$ cat src/rtl/pipe_tb_pkg.sv
// Shared types and default constants for the pipeline end-of-test monitor.
package pipe_tb_pkg;

  typedef enum logic [2:0] {IDLE, RUN, DRAIN, PASS, FAIL} mon_state_t;

  localparam logic [1:0] FC_NONE       = 2'd0;
  localparam logic [1:0] FC_TIMEOUT    = 2'd1;
  localparam logic [1:0] FC_FAIL_STORE = 2'd2;
  localparam logic [1:0] FC_BAD_DATA   = 2'd3;

  localparam int unsigned DEF_END_PC    = 292;
  localparam int unsigned DEF_PASS_ADDR = 100;
  localparam int unsigned DEF_PASS_DATA = 25;
  localparam int unsigned DEF_FAIL_ADDR = 96;

endpackage

$ cat src/rtl/sat_counter.sv
// Up-counter that sticks at all-ones; clr has priority over en.
module sat_counter #(
  parameter int unsigned W = 32
) (
  input  logic         clk,
  input  logic         rst,
  input  logic         en,
  input  logic         clr,
  output logic [W-1:0] q
);

  logic [W-1:0] q_q, q_d;

  always_comb begin
    q_d = q_q;
    if (clr) begin
      q_d = '0;
    end else if (en && (q_q != '1)) begin
      q_d = q_q + 1'b1;
    end
  end

  always_ff @(posedge clk or posedge rst) begin
    if (rst) q_q <= '0;
    else     q_q <= q_d;
  end

  assign q = q_q;

endmodule

$ cat src/rtl/pipe_test_monitor.sv
// End-of-test monitor: verdict from end-PC, signature store or cycle timeout.
// Optional store signature output enabled by PIPE_TEST_MONITOR_SIG_EN.
module pipe_test_monitor
  import pipe_tb_pkg::*;
#(
  parameter int unsigned XLEN         = 32,
  parameter int unsigned CNT_W        = 32,
  parameter int unsigned END_PC       = DEF_END_PC,
  parameter int unsigned END_PC_CHK   = 1,
  parameter int unsigned PASS_ADDR    = DEF_PASS_ADDR,
  parameter int unsigned PASS_DATA    = DEF_PASS_DATA,
  parameter int unsigned FAIL_ADDR    = DEF_FAIL_ADDR,
  parameter int unsigned DRAIN_CYCLES = 2,
  parameter int unsigned TIMEOUT      = 100000
) (
  input  logic             clk,
  input  logic             rst,
  input  logic [XLEN-1:0]  pc_d,
  input  logic             mem_write_m,
  input  logic [XLEN-1:0]  alu_result_m,
  input  logic [XLEN-1:0]  write_data_m,
  output logic             done,
  output logic             pass,
  output logic             fail,
  output logic [1:0]       fail_code,
  output logic [CNT_W-1:0] cycle_count,
  output logic [CNT_W-1:0] store_count,
`ifdef PIPE_TEST_MONITOR_SIG_EN
  output logic [XLEN-1:0]  signature,
`endif
  output mon_state_t       dbg_state
);

  mon_state_t       state_q, state_d;
  logic [1:0]       fc_q, fc_d;
  logic [CNT_W-1:0] drain_cnt;
  logic             active, in_drain, store;
  logic             fail_hit, pass_hit, pass_ok, end_hit, to_hit, drain_done;

  assign active   = (state_q == RUN) || (state_q == DRAIN);
  assign in_drain = (state_q == DRAIN);
  // An unknown strobe compares unequal to 1 and is therefore not a store.
  assign store    = (mem_write_m === 1'b1);

  // Equal fail/pass addresses switch the dedicated fail address off.
  assign fail_hit   = store && (FAIL_ADDR != PASS_ADDR) && (alu_result_m == XLEN'(FAIL_ADDR));
  assign pass_hit   = store && (alu_result_m == XLEN'(PASS_ADDR));
  assign pass_ok    = (write_data_m == XLEN'(PASS_DATA));
  assign end_hit    = (END_PC_CHK != 0) && (pc_d == XLEN'(END_PC));
  assign to_hit     = (TIMEOUT != 0) && (cycle_count == CNT_W'(TIMEOUT - 1));
  assign drain_done = (DRAIN_CYCLES == 0) || (drain_cnt == CNT_W'(DRAIN_CYCLES - 1));

  always_comb begin
    state_d = state_q;
    fc_d    = fc_q;
    case (state_q)
      IDLE: state_d = RUN;
      RUN: begin
        if (fail_hit) begin
          state_d = FAIL;
          fc_d    = FC_FAIL_STORE;
        end else if (pass_hit) begin
          if (pass_ok) begin
            state_d = DRAIN;
          end else begin
            state_d = FAIL;
            fc_d    = FC_BAD_DATA;
          end
        end else if (end_hit) begin
          state_d = DRAIN;
        end else if (to_hit) begin
          state_d = FAIL;
          fc_d    = FC_TIMEOUT;
        end
      end
      DRAIN: begin
        if (fail_hit) begin
          state_d = FAIL;
          fc_d    = FC_FAIL_STORE;
        end else if (pass_hit && !pass_ok) begin
          state_d = FAIL;
          fc_d    = FC_BAD_DATA;
        end else if (drain_done) begin
          state_d = PASS;
        end
      end
      default: ;
    endcase
  end

  always_ff @(posedge clk or posedge rst) begin
    if (rst) begin
      state_q <= IDLE;
      fc_q    <= FC_NONE;
    end else begin
      state_q <= state_d;
      fc_q    <= fc_d;
    end
  end

  sat_counter #(.W(CNT_W)) u_cycle_cnt (
    .clk (clk), .rst (rst), .en (active), .clr (1'b0), .q (cycle_count)
  );

  sat_counter #(.W(CNT_W)) u_store_cnt (
    .clk (clk), .rst (rst), .en (active && store), .clr (1'b0), .q (store_count)
  );

  // Held at zero outside DRAIN so it always starts from 0 on entry.
  sat_counter #(.W(CNT_W)) u_drain_cnt (
    .clk (clk), .rst (rst), .en (in_drain), .clr (!in_drain), .q (drain_cnt)
  );

`ifdef PIPE_TEST_MONITOR_SIG_EN
  logic [XLEN-1:0] sig_q, sig_d;

  always_comb begin
    sig_d = sig_q;
    if (active && store) begin
      sig_d = {sig_q[XLEN-2:0], sig_q[XLEN-1]} ^ alu_result_m ^ write_data_m;
    end
  end

  always_ff @(posedge clk or posedge rst) begin
    if (rst) sig_q <= '0;
    else     sig_q <= sig_d;
  end

  assign signature = sig_q;
`endif

  assign done      = (state_q == PASS) || (state_q == FAIL);
  assign pass      = (state_q == PASS);
  assign fail      = (state_q == FAIL);
  assign fail_code = fc_q;
  assign dbg_state = state_q;

endmodule

$ cat config.mk
export PLATFORM = sky130hd
export DESIGN_NAME = pipe_test_monitor
export DESIGN_NICKNAME = d
export VERILOG_FILES = /design/src/rtl/pipe_tb_pkg.sv /design/src/rtl/sat_counter.sv /design/src/rtl/pipe_test_monitor.sv
export SDC_FILE = /design/constraint.sdc
export NUM_CORES = 1
export LEC_CHECK = 0
export ABC_CLOCK_PERIOD_IN_PS = 4100
export BUFFER_PORTS_ARGS = -buffer_cell sky130_fd_sc_hd__buf_2
export CAP_MARGIN = 20
export CORE_MARGIN = 10
export CORE_UTILIZATION = 29
export CTS_CLUSTER_SIZE = 12
export DETAILED_ROUTE_END_ITERATION = 12
export MAX_ROUTING_LAYER = met4
export PLACE_DENSITY = 0.51
export SETUP_SLACK_MARGIN = 0.3
export SYNTH_ARGS = -nofsm -noshare
export SYNTH_HDL_FRONTEND = slang
export SYNTH_SLANG_ARGS = --single-unit
$ cat constraint.sdc
create_clock -name clk -period 4.1 [get_ports clk]
set_input_delay 0.205 -clock clk [delete_from_list [all_inputs] [get_ports clk]]
set_output_delay 0.205 -clock clk [all_outputs]
set_load 0.1 [all_outputs]
; ---- Word level (Yosys, flattened, before mapping)
; Cells that the tools add are included.
[classes]
n_addsub = 3
eq_ne = 21
muxes = 19
n_reduce_logical = 15
[ops]
columns = cell, count
row1 = $add 32x1->32 const B, 3
row2 = $ne 32x32->1 const B, 3
row3 = $eq 32x7->1 const B, 2
row4 = $mux 32, 2
row5 = $eq 32x1->1 const B, 1
row6 = $eq 32x17->1 const B, 1
row7 = $eq 32x5->1 const B, 1
row8 = $eq 32x9->1 const B, 1
row9 = $mux 3, 8
row10 = $ne 4x4->1 const B, 4
row11 = $mux 2, 7
row12 = $pmux 3 s3, 1
row13 = $logic_and 1x1->1, 7
row14 = $eq 3x2->1 const B, 2
row15 = $ne 5x5->1 const B, 1
row16 = $reduce_and 5->1, 1
row17 = $pmux 2 s2, 1
row18 = $eq 3x1->1 const B, 1
row19 = $eq 3x3->1 const B, 1
row20 = $logic_not 3->1, 1
row21 = $ne 3x3->1 const B, 1
row22 = $reduce_and 3->1, 1
row23 = $reduce_bool 3->1, 1
row24 = $logic_or 1x1->1, 2
row25 = 4 further kinds, 4
[word_totals]
reg_bits = 101
in_bits = 99
output_inout_bits = 72
elab_cells = 63

; ---- Longest topological paths before layout
; Gate-level depths: netlist of the first run.
[logic_depth]
word_depth = 6
depth_mapped = 8
depth_no_buf = 7

; ---- Modules after synthesis
; A second synthesis of the first run with hierarchy kept.
[unflattened]
hier_cells = 650
area_unflattened_um2 = 5972.0
[by_module_without_submodules]
columns = mod, instances, cells_per_inst, area_per_inst_um2, seq_area_each_um2
row1 = sat_counter, 3, 186, 1740.4, 800.8
row2 = pipe_test_monitor, 1, 92, 750.7, 125.1

; ---- Worst setup path before layout of the first run
; No wires, ideal clock.
[synth_timing]
kind = reg-to-output
startpoint = register state_q[2], in the netlist dbg_state[2]
endpoint = output done
t_arrival_ps = 4149
required_ps = 3895
setup_slack_ps = -254
path_stages_with_launch = 5
path_buffers = 1
cell_sequence = dfrtp_1 > clkbuf_1 > inv_1 > nor3_1 > or2_2
[synth_between]
elab_chain_cells = 2
elab_cells_between_ends = 3
classes_between = eq/ne: 2 / reduce/logical: 1
[synth_lines]
columns = element, line
row1 = start: declaration, pipe_test_monitor.sv:34  ; mon_state_t state_q, state_d;
row2 = start signal: assignment, pipe_test_monitor.sv:96  ; state_q <= state_d;
row3 = $eq 3x3->1, -
row4 = named net fail, pipe_test_monitor.sv:24  ; output logic fail,
row5 = $logic_or 1x1->1, pipe_test_monitor.sv:132  ; assign done = (state_q == PASS) || (state_q == FAIL);
row6 = end: declaration, pipe_test_monitor.sv:22  ; output logic done,
; The timed path passes the listed nets, and every way through them passes these cells.

; ---- Worst setup path in the final report of the first run
[layout_timing]
startpoint = register state_q[0], in the netlist dbg_state[0]
endpoint = register u_store_cnt.q_q[21], in the netlist u_store_cnt.q[21]
[layout_between]
elab_chain_cells = 4
elab_cells_between_ends = 5
classes_between = eq/ne: 2 / reduce/logical: 3
[layout_lines]
columns = element, line
row1 = $eq 3x1->1 or $eq 3x2->1 (tied branches), pipe_test_monitor.sv:40  ; assign active = (state_q == RUN) || (state_q == DRAIN);
row2 = $logic_or 1x1->1 *, pipe_test_monitor.sv:40
row3 = $logic_and 1x1->1 *, pipe_test_monitor.sv:106  ; .clk (clk), .rst (rst), .en (active && store), .clr (1'b0), .q (store_count)
row4 = $logic_and 1x1->1 *, sat_counter.sv:18  ; end else if (en && (q_q != '1)) begin
row5 = end signal: assignment, sat_counter.sv:25  ; else q_q <= q_d;
row6 = end: declaration, sat_counter.sv:12  ; logic [W-1:0] q_q, q_d;
; Every way passes the cells marked *; elsewhere a longest branch is shown, timed or not.
; A chain may end at the register's enable or synchronous reset.

==> metrics.log, run 1 <==
INFO  metric critical_path_class = flop to flop
INFO  metric detailedRoute.firstIterationViolations = about 340
INFO  metric post_synth_arst_share = between 90% and 100%
INFO  metric min_delay_path_depth = 3
INFO  metric setup_violators_final = 0
INFO  metric cp_slowest_stage_delay = 760 ps
INFO  metric clock.fmax = 397 MHz
INFO  metric slew_headroom = a little under half
INFO  metric clock_tree.root_cell = clkbuf_16
INFO  metric cts_tree = yes
INFO  metric cp-startpoint = dbg_state[0]
INFO  metric number_of_antenna_violations_at_the_first_check_in_global_routing = 1
INFO  metric worst-endpoint-arrival = roughly 2800 ps
INFO  metric crit_top_cell = xnor2_1
INFO  metric critPathRequiredTime = ~4300 ps
INFO  metric leading_cell_type_by_number_of_instances_after_synthesis = dfrtp_1
INFO  metric core_ar = ~0.019 mm^2
INFO  metric cts_htree_levels = 3
INFO  metric cts_max_path_buffers = 2
INFO  metric reg2reg_slack = between 1500 and 2000 ps
INFO  metric synth.ff_latch_count = 101
INFO  metric grt_start_max_net_pins = 80
INFO  metric path_cells = xnor2_1 -> or3b_1 -> nor4_2 -> nand4_1 -> xnor2_1
INFO  metric tritoncts_num_sinks = a little over 100
INFO  metric synth.yosys.warnings = 0
INFO  metric number_of_max_capacitance_violations_reported = 0
INFO  metric status = completed
INFO  metric post-route-drc-count = 0
INFO  metric layout-drive-gt1-share = between 20% and 30%
INFO  metric first_pass_iters = 5
INFO  metric area_delta_synth_final = 27.4%
INFO  metric synth_area = ~0.0055 mm^2
INFO  metric avgViaCountPerCell = approximately 5.4
INFO  metric clock_pin_slew_reported_for_the_worst_setup_and_hold_paths_after_clock_tree_synthesis = ~70 ps
INFO  metric yosysUniqueCellTypes = 44
INFO  metric post-dp-hpwl = between 10000 and 15000 um
INFO  metric syn_nets = 681
INFO  metric synthesis.area_per_instance = between 9 and 10 um^2
INFO  metric holdPathEnd = fail_code[0]
INFO  metric synthFlopType = dfrtp_1
INFO  metric max_slew.worst_pin.slew = between 800 and 900 ps
INFO  metric synth_top_area_share = between 40% and 50%
INFO  metric rsz0062_at_grt = false
INFO  metric gp_routability_congestion = 0.911
INFO  metric fin_hold_ws = 201 ps
INFO  metric startpoint_class_of_the_critical_path = flop
INFO  metric cpMaxStageDelayCell = nor4_2
INFO  metric drt-wirelength-per-cell = ~18 um
INFO  metric crit-reg2reg-launch = dbg_state[0]
INFO  metric dieHeight = 158 um
INFO  metric p_per_area = around 300 mW/mm^2
INFO  metric worst-r2r-cell-count = 5
INFO  metric grt_pass1_wl = roughly 29000 um
INFO  metric max_ir_drop_vdd = between 0.2 and 0.25 mV
INFO  metric antenna_violating_nets_post_route = 0
INFO  metric ioPinCount = roughly 170
INFO  metric finClkSkew = ~7.5 ps
INFO  metric min_period_over_period = between 60% and 70%
INFO  metric number_of_nets_at_the_end_of_the_flow = 853
INFO  metric routed_wirelength = roughly 18000 um
INFO  metric reg2reg_to = u_store_cnt.q[21]
INFO  metric final-hold-violation-count = 0
INFO  metric starting_density_of_the_core = between 20% and 30%
INFO  metric globalRouteTotalUtil = between 10% and 20%
INFO  metric cp-end-kind = flop
INFO  metric cts_setup_buffers = 0
INFO  metric tns = 0 ps
INFO  metric yosysSeqAreaShare = a little under half
INFO  metric hold_class = input port to flop
INFO  metric rows = 50
INFO  metric route.vias.total = about 5400
INFO  metric worstSkewPairLatency = roughly 350 ps
INFO  metric gr-total-overflow = 0
INFO  metric die-width = about 160 um
INFO  metric critical_path_peak_fanout = 12
INFO  metric netlist_instances = 578
INFO  metric fp.dieArea = ~0.025 mm^2
INFO  metric synth.area.top_cells = dfrtp_1, xor2_1, nand4_1
INFO  metric number_of_synthesized_flops_with_an_enable_pin = 0
INFO  metric slew_violations = 0
INFO  metric placement.io_buffers = between 150 and 200
INFO  metric finalWorstPathRequiredPeriod = around 2500 ps
INFO  metric cell_type_contributing_the_most_total_cell_area_after_synthesis = dfrtp_1
INFO  metric tritoncts.num_buffers = 9
INFO  metric power.leakage = roughly 0.0032 uW
INFO  metric hold_path_startpoint = alu_result_m[2]
INFO  metric yosys-top-cells-count = dfrtp_1, nand4_1, nand2_1, nor4_1, nand3_1
INFO  metric grt_pass1_vias = approximately 5400
where the power goes:
part	switching [uW]	leakage, uW	total [uW]	internal [uW]
Sequential	7.10	0.00137	1010	1000
Clock	382	0.000173	996	614
Combinational	76.2	0.00162	122	46.3
Total	466	0.00316	2130	1660
critical path, delay by kind of cell, from the launching register on:
kind,cells,cell delay (ps)
flops,1,480
simple gates,3,1540
xor+xnor,2,390
metal layers:
layer,vias up,wire length [um],global-route usage [%]
met5,-,0,-
met4,0,313,3.88
met3,30,949,3.53
met2,175,8600,22.7
met1,2606,7820,18.5
li1,2559,-,-
repair_timing:
action	CTS	global route
hold buffers	0	1
gates resized for setup	0	0
endpoints found under the hold margin	0	16
stage by stage:
| step | cells | worst slack, ps | area (um^2) | power, uW | utilization (%) |
|---|---|---|---|---|---|
| floorplan | 578 | 705 | 5530 | 1080 | - |
| global placement | 970 | 1580 | 6650 | 1150 | 35.5 |
| detailed placement | 970 | 1520 | 6650 | 1150 | 35.5 |
| CTS | 986 | 1480 | 6990 | 2160 | 37.4 |
| global route | 990 | 1320 | 7040 | 2210 | 37.6 |
| finish | 990 | 1580 | 7040 | 2130 | 37.6 |
how the worst max path moves through the flow:
stage	to	slack (ps)	cells after the start
global route	u_store_cnt.q[23]	1320	5
CTS	u_drain_cnt.q[14]	1480	5
detailed placement	u_drain_cnt.q[14]	1520	5
finish	u_store_cnt.q[21]	1580	5
floorplan	done	700	4
global placement	u_drain_cnt.q[14]	1580	5
kinds of logic (layout without fill, tap and decap cells):
kind of cell	after synthesis	after routing	share of synthesized area (%)
XOR/XNOR	66	66	10.5
adder cells (fa/ha/maj)	4	4	0.905
AND/OR/NAND/NOR	313	313	33.4
other	0	1	0
AO/OA/AOI/OAI	63	63	6.90
flip-flops	101	101	45.7
buffers and inverters	27	204	1.88
multiplexers	4	4	0.770
state kept, by name, indices dropped and copies added (netlist names):
name / cells
dbg_state: 3
fail_code: 2
u_cycle_cnt.q: 32
u_drain_cnt.q: 32
u_store_cnt.q: 32
area by class of cell:
type / instances / area (um^2)
Inverter: 11 / 43.8
Clock inverter: 6 / 109
Multi-Input combinational cell: 450 / 2900
Sequential cell: 101 / 2530
Clock buffer: 10 / 239
Fill cell: 1874 / 11700
Antenna cell: 1 / 2.50
Timing Repair Buffer: 177 / 926
Tap cell: 234 / 293
placed cells by master, fill, tap and decap left out, drive strengths merged, types with 13 or more instances in the layout:
cell type and count:
xnor2 32, or4 14, and4 13, nor2 28, a21oi 21, o21ai 16, buf 176, xor2 34
dfrtp 101, nor4 43, and3 13, nand2 43, nand3 38, nor3 27, or3 17, nand4 48
Power figures use the tool's default switching activity.
==> run 2: changes to the inputs <==
Settings changed: ABC_CLOCK_PERIOD_IN_PS 4100 to 2200, PLACE_DENSITY 0.51 to 0.53.
Clock period 4.1 ns to 2.2 ns, I/O delays scaled along.
==> metrics.log, run 2 (same netlist as run 1, synthesis figures left out) <==
INFO  metric status = completed
INFO  metric power.share.clock = between 40 and 50%
INFO  metric num-fill-cells = about 1800
INFO  metric clock_tree.root_cell = clkbuf_16
INFO  metric final_cell_area = a little under 0.009 mm^2
INFO  metric slew_headroom = between 40% and 50%
INFO  metric switchingPower = ~880 uW
INFO  metric fin_hold_ws = roughly 160 ps
INFO  metric hold_class = input port to flop
INFO  metric detailedRoute.firstIterationViolations = roughly 280
INFO  metric number_of_max_capacitance_violations_reported = 0
INFO  metric die-width = roughly 160 um
INFO  metric clock.fmax = between 400 and 500 MHz
INFO  metric route.vias.total = between 5000 and 6000
INFO  metric cpMaxStageDelayCell = or4_4
INFO  metric dieHeight = around 160 um
INFO  metric finish.utilization = between 40% and 50%
INFO  metric p_per_area = around 450 mW/mm^2
INFO  metric max_ir_drop_vdd = between 0.3 and 0.4 mV
INFO  metric critical-path-top-delay-family = simple AND/OR/NAND/NOR gates
INFO  metric path_cells = nand4_1 -> or4_4 -> or3_4 -> or4_1 -> a21oi_1
INFO  metric critical_path_class = flop to flop
INFO  metric antenna_cells_inserted = 0
INFO  metric ioPinCount = between 150 and 200
INFO  metric slew_violations = 0
INFO  metric startpoint_class_of_the_critical_path = flop
INFO  metric cts_max_path_buffers = 2
INFO  metric gp_routability_congestion = around 0.89
INFO  metric drt-wirelength-per-cell = 18.4 um
INFO  metric post-route-drc-count = 0
INFO  metric core_ar = 0.0187 mm^2
INFO  metric fp.dieArea = between 0.02 and 0.025 mm^2
INFO  metric cts_htree_levels = 3
INFO  metric worst-endpoint-arrival = 2370 ps
INFO  metric mostFrequentLayoutCell = buf_2
INFO  metric layout-drive-gt1-share = a little over half
INFO  metric cp_slowest_stage_delay = around 570 ps
INFO  metric cp-end-kind = flop
INFO  metric placement.io_buffers = 170
INFO  metric grt_start_max_net_pins = 38
INFO  metric share_seq_of_total_power = a little under half
INFO  metric cts_tree = yes
INFO  metric tritoncts_num_sinks = 101
INFO  metric worstSkewPairLatency = around 350 ps
INFO  metric critical_path_peak_fanout = 2
INFO  metric power.leakage = approximately 0.004 uW
INFO  metric layout_common_cells = buf_2, buf_4, dfrtp_2
INFO  metric grt_pass1_wl = roughly 32000 um
INFO  metric rows = 50
INFO  metric clock_pin_slew_reported_for_the_worst_setup_and_hold_paths_after_clock_tree_synthesis = roughly 70 ps
INFO  metric tritoncts.num_buffers = 9
INFO  metric grt_pass1_vias = a little over 6000
INFO  metric rsz0062_at_grt = true
INFO  metric switching_share = 22.1%
INFO  metric max_slew.worst_pin.slew = approximately 790 ps
INFO  metric avgViaCountPerCell = between 5 and 6
INFO  metric min_period_over_period = 95.3%
INFO  metric area_delta_synth_final = 59.5%
INFO  metric number_of_nets_at_the_end_of_the_flow = around 960
INFO  metric starting_density_of_the_core = between 20% and 30%
INFO  metric number_of_antenna_violations_at_the_first_check_in_global_routing = 0
INFO  metric post-dp-hpwl = 15100 um
INFO  metric p_int = 3100 uW
INFO  metric globalRouteTotalUtil = roughly 16%
INFO  metric antenna_violating_nets_post_route = 0
INFO  metric finalWorstPathRequiredPeriod = between 2000 and 2500 ps
INFO  metric cp_num_buf_inv = 0
INFO  metric setup_violators_final = 0
INFO  metric final-hold-violation-count = 0
INFO  metric detailed_place.area = approximately 0.0075 mm^2
INFO  metric first_pass_iters = 4
INFO  metric gr-total-overflow = 0
INFO  metric critPathRequiredTime = 2470 ps
INFO  metric routed_wirelength = roughly 20000 um
INFO  metric finClkSkew = approximately 9.9 ps
INFO  metric power_frac_comb = under 10%
run 2: changes by cell type in the layout (fill, tap and decap cells not counted), sizes merged:
| cell | change |
|---|---|
| buf | +110 |
| clkinvlp | +4 |
| inv | -3 |
| clkbuf | +1 |
| clkinv | -1 |
| diode | -1 |
run 2: per-stage QoR:
step                setup WS, ps  instances  power [uW]  setup TNS (ps)
finish                       104       1100        3980               0
global route                40.1       1100        4140               0
CTS                          171       1072        4040               0
detailed placement          83.1       1019        2150               0
global placement             133       1019        2150               0
floorplan                   -279        578        2020           -2800
run 2: tightest hold or removal path, stage by stage:
cell and delay (ps):
buf_2 140, a211oi_1 70, a31oi_2 140
run 2: per-layer routing:
metal / global-route usage, % / routed length [um] / vias up
met4: 5.69 / 357 / 0
met3: 3.42 / 1100 / 14
li1: - / - / 2781
met1: 19.8 / 9030 / 2894
met2: 26.0 / 9760 / 200
met5: - / 0 / -
run 2: repair_timing:
item	CTS	global route
hold endpoints to repair	29	0
endpoints found under the setup margin	77	69
cloned	1	2
setup buffers	35	26
hold buffers	1	0
pin swaps	18	42
resized for setup	32	74
run 2: path summary, 6_finish.rpt:
| kind | start | end | slack (ps) | cells past startpoint |
|---|---|---|---|---|
| worst max-delay path | u_drain_cnt.q[11] | u_drain_cnt.q[25] | 100 | 5 |
| worst min-delay path | alu_result_m[2] | fail_code[0] | 160 | 3 |
| worst max register to register | u_drain_cnt.q[11] | u_drain_cnt.q[25] | 100 | 5 |
| worst min register to register | u_store_cnt.q[14] | u_store_cnt.q[14] | 490 | 1 |
| max in group asynchronous | rst | u_drain_cnt.q[5] | 1090 | 4 |
| min in group asynchronous | rst | u_store_cnt.q[30] | 430 | 3 |
run 2: power by group through the flow:
stage	Clock [uW]	Sequential [uW]	Combinational [uW]
floorplan	0	1970	45.4
global placement	0	1910	234
detailed placement	0	1910	239
CTS	1920	1880	241
global route	2000	1880	272
finish	1860	1880	249
run 2: cell type report:
class	instances	area, um^2	share of cell area (%)
clock inverter	6	110	1.25
timing repair buffer	288	1880	21.4
tap	234	293	3.32
inverter	11	48.8	0.554
sequential	101	2620	29.7
multi-input combinational	450	3630	41.1
clock buffer	10	239	2.71
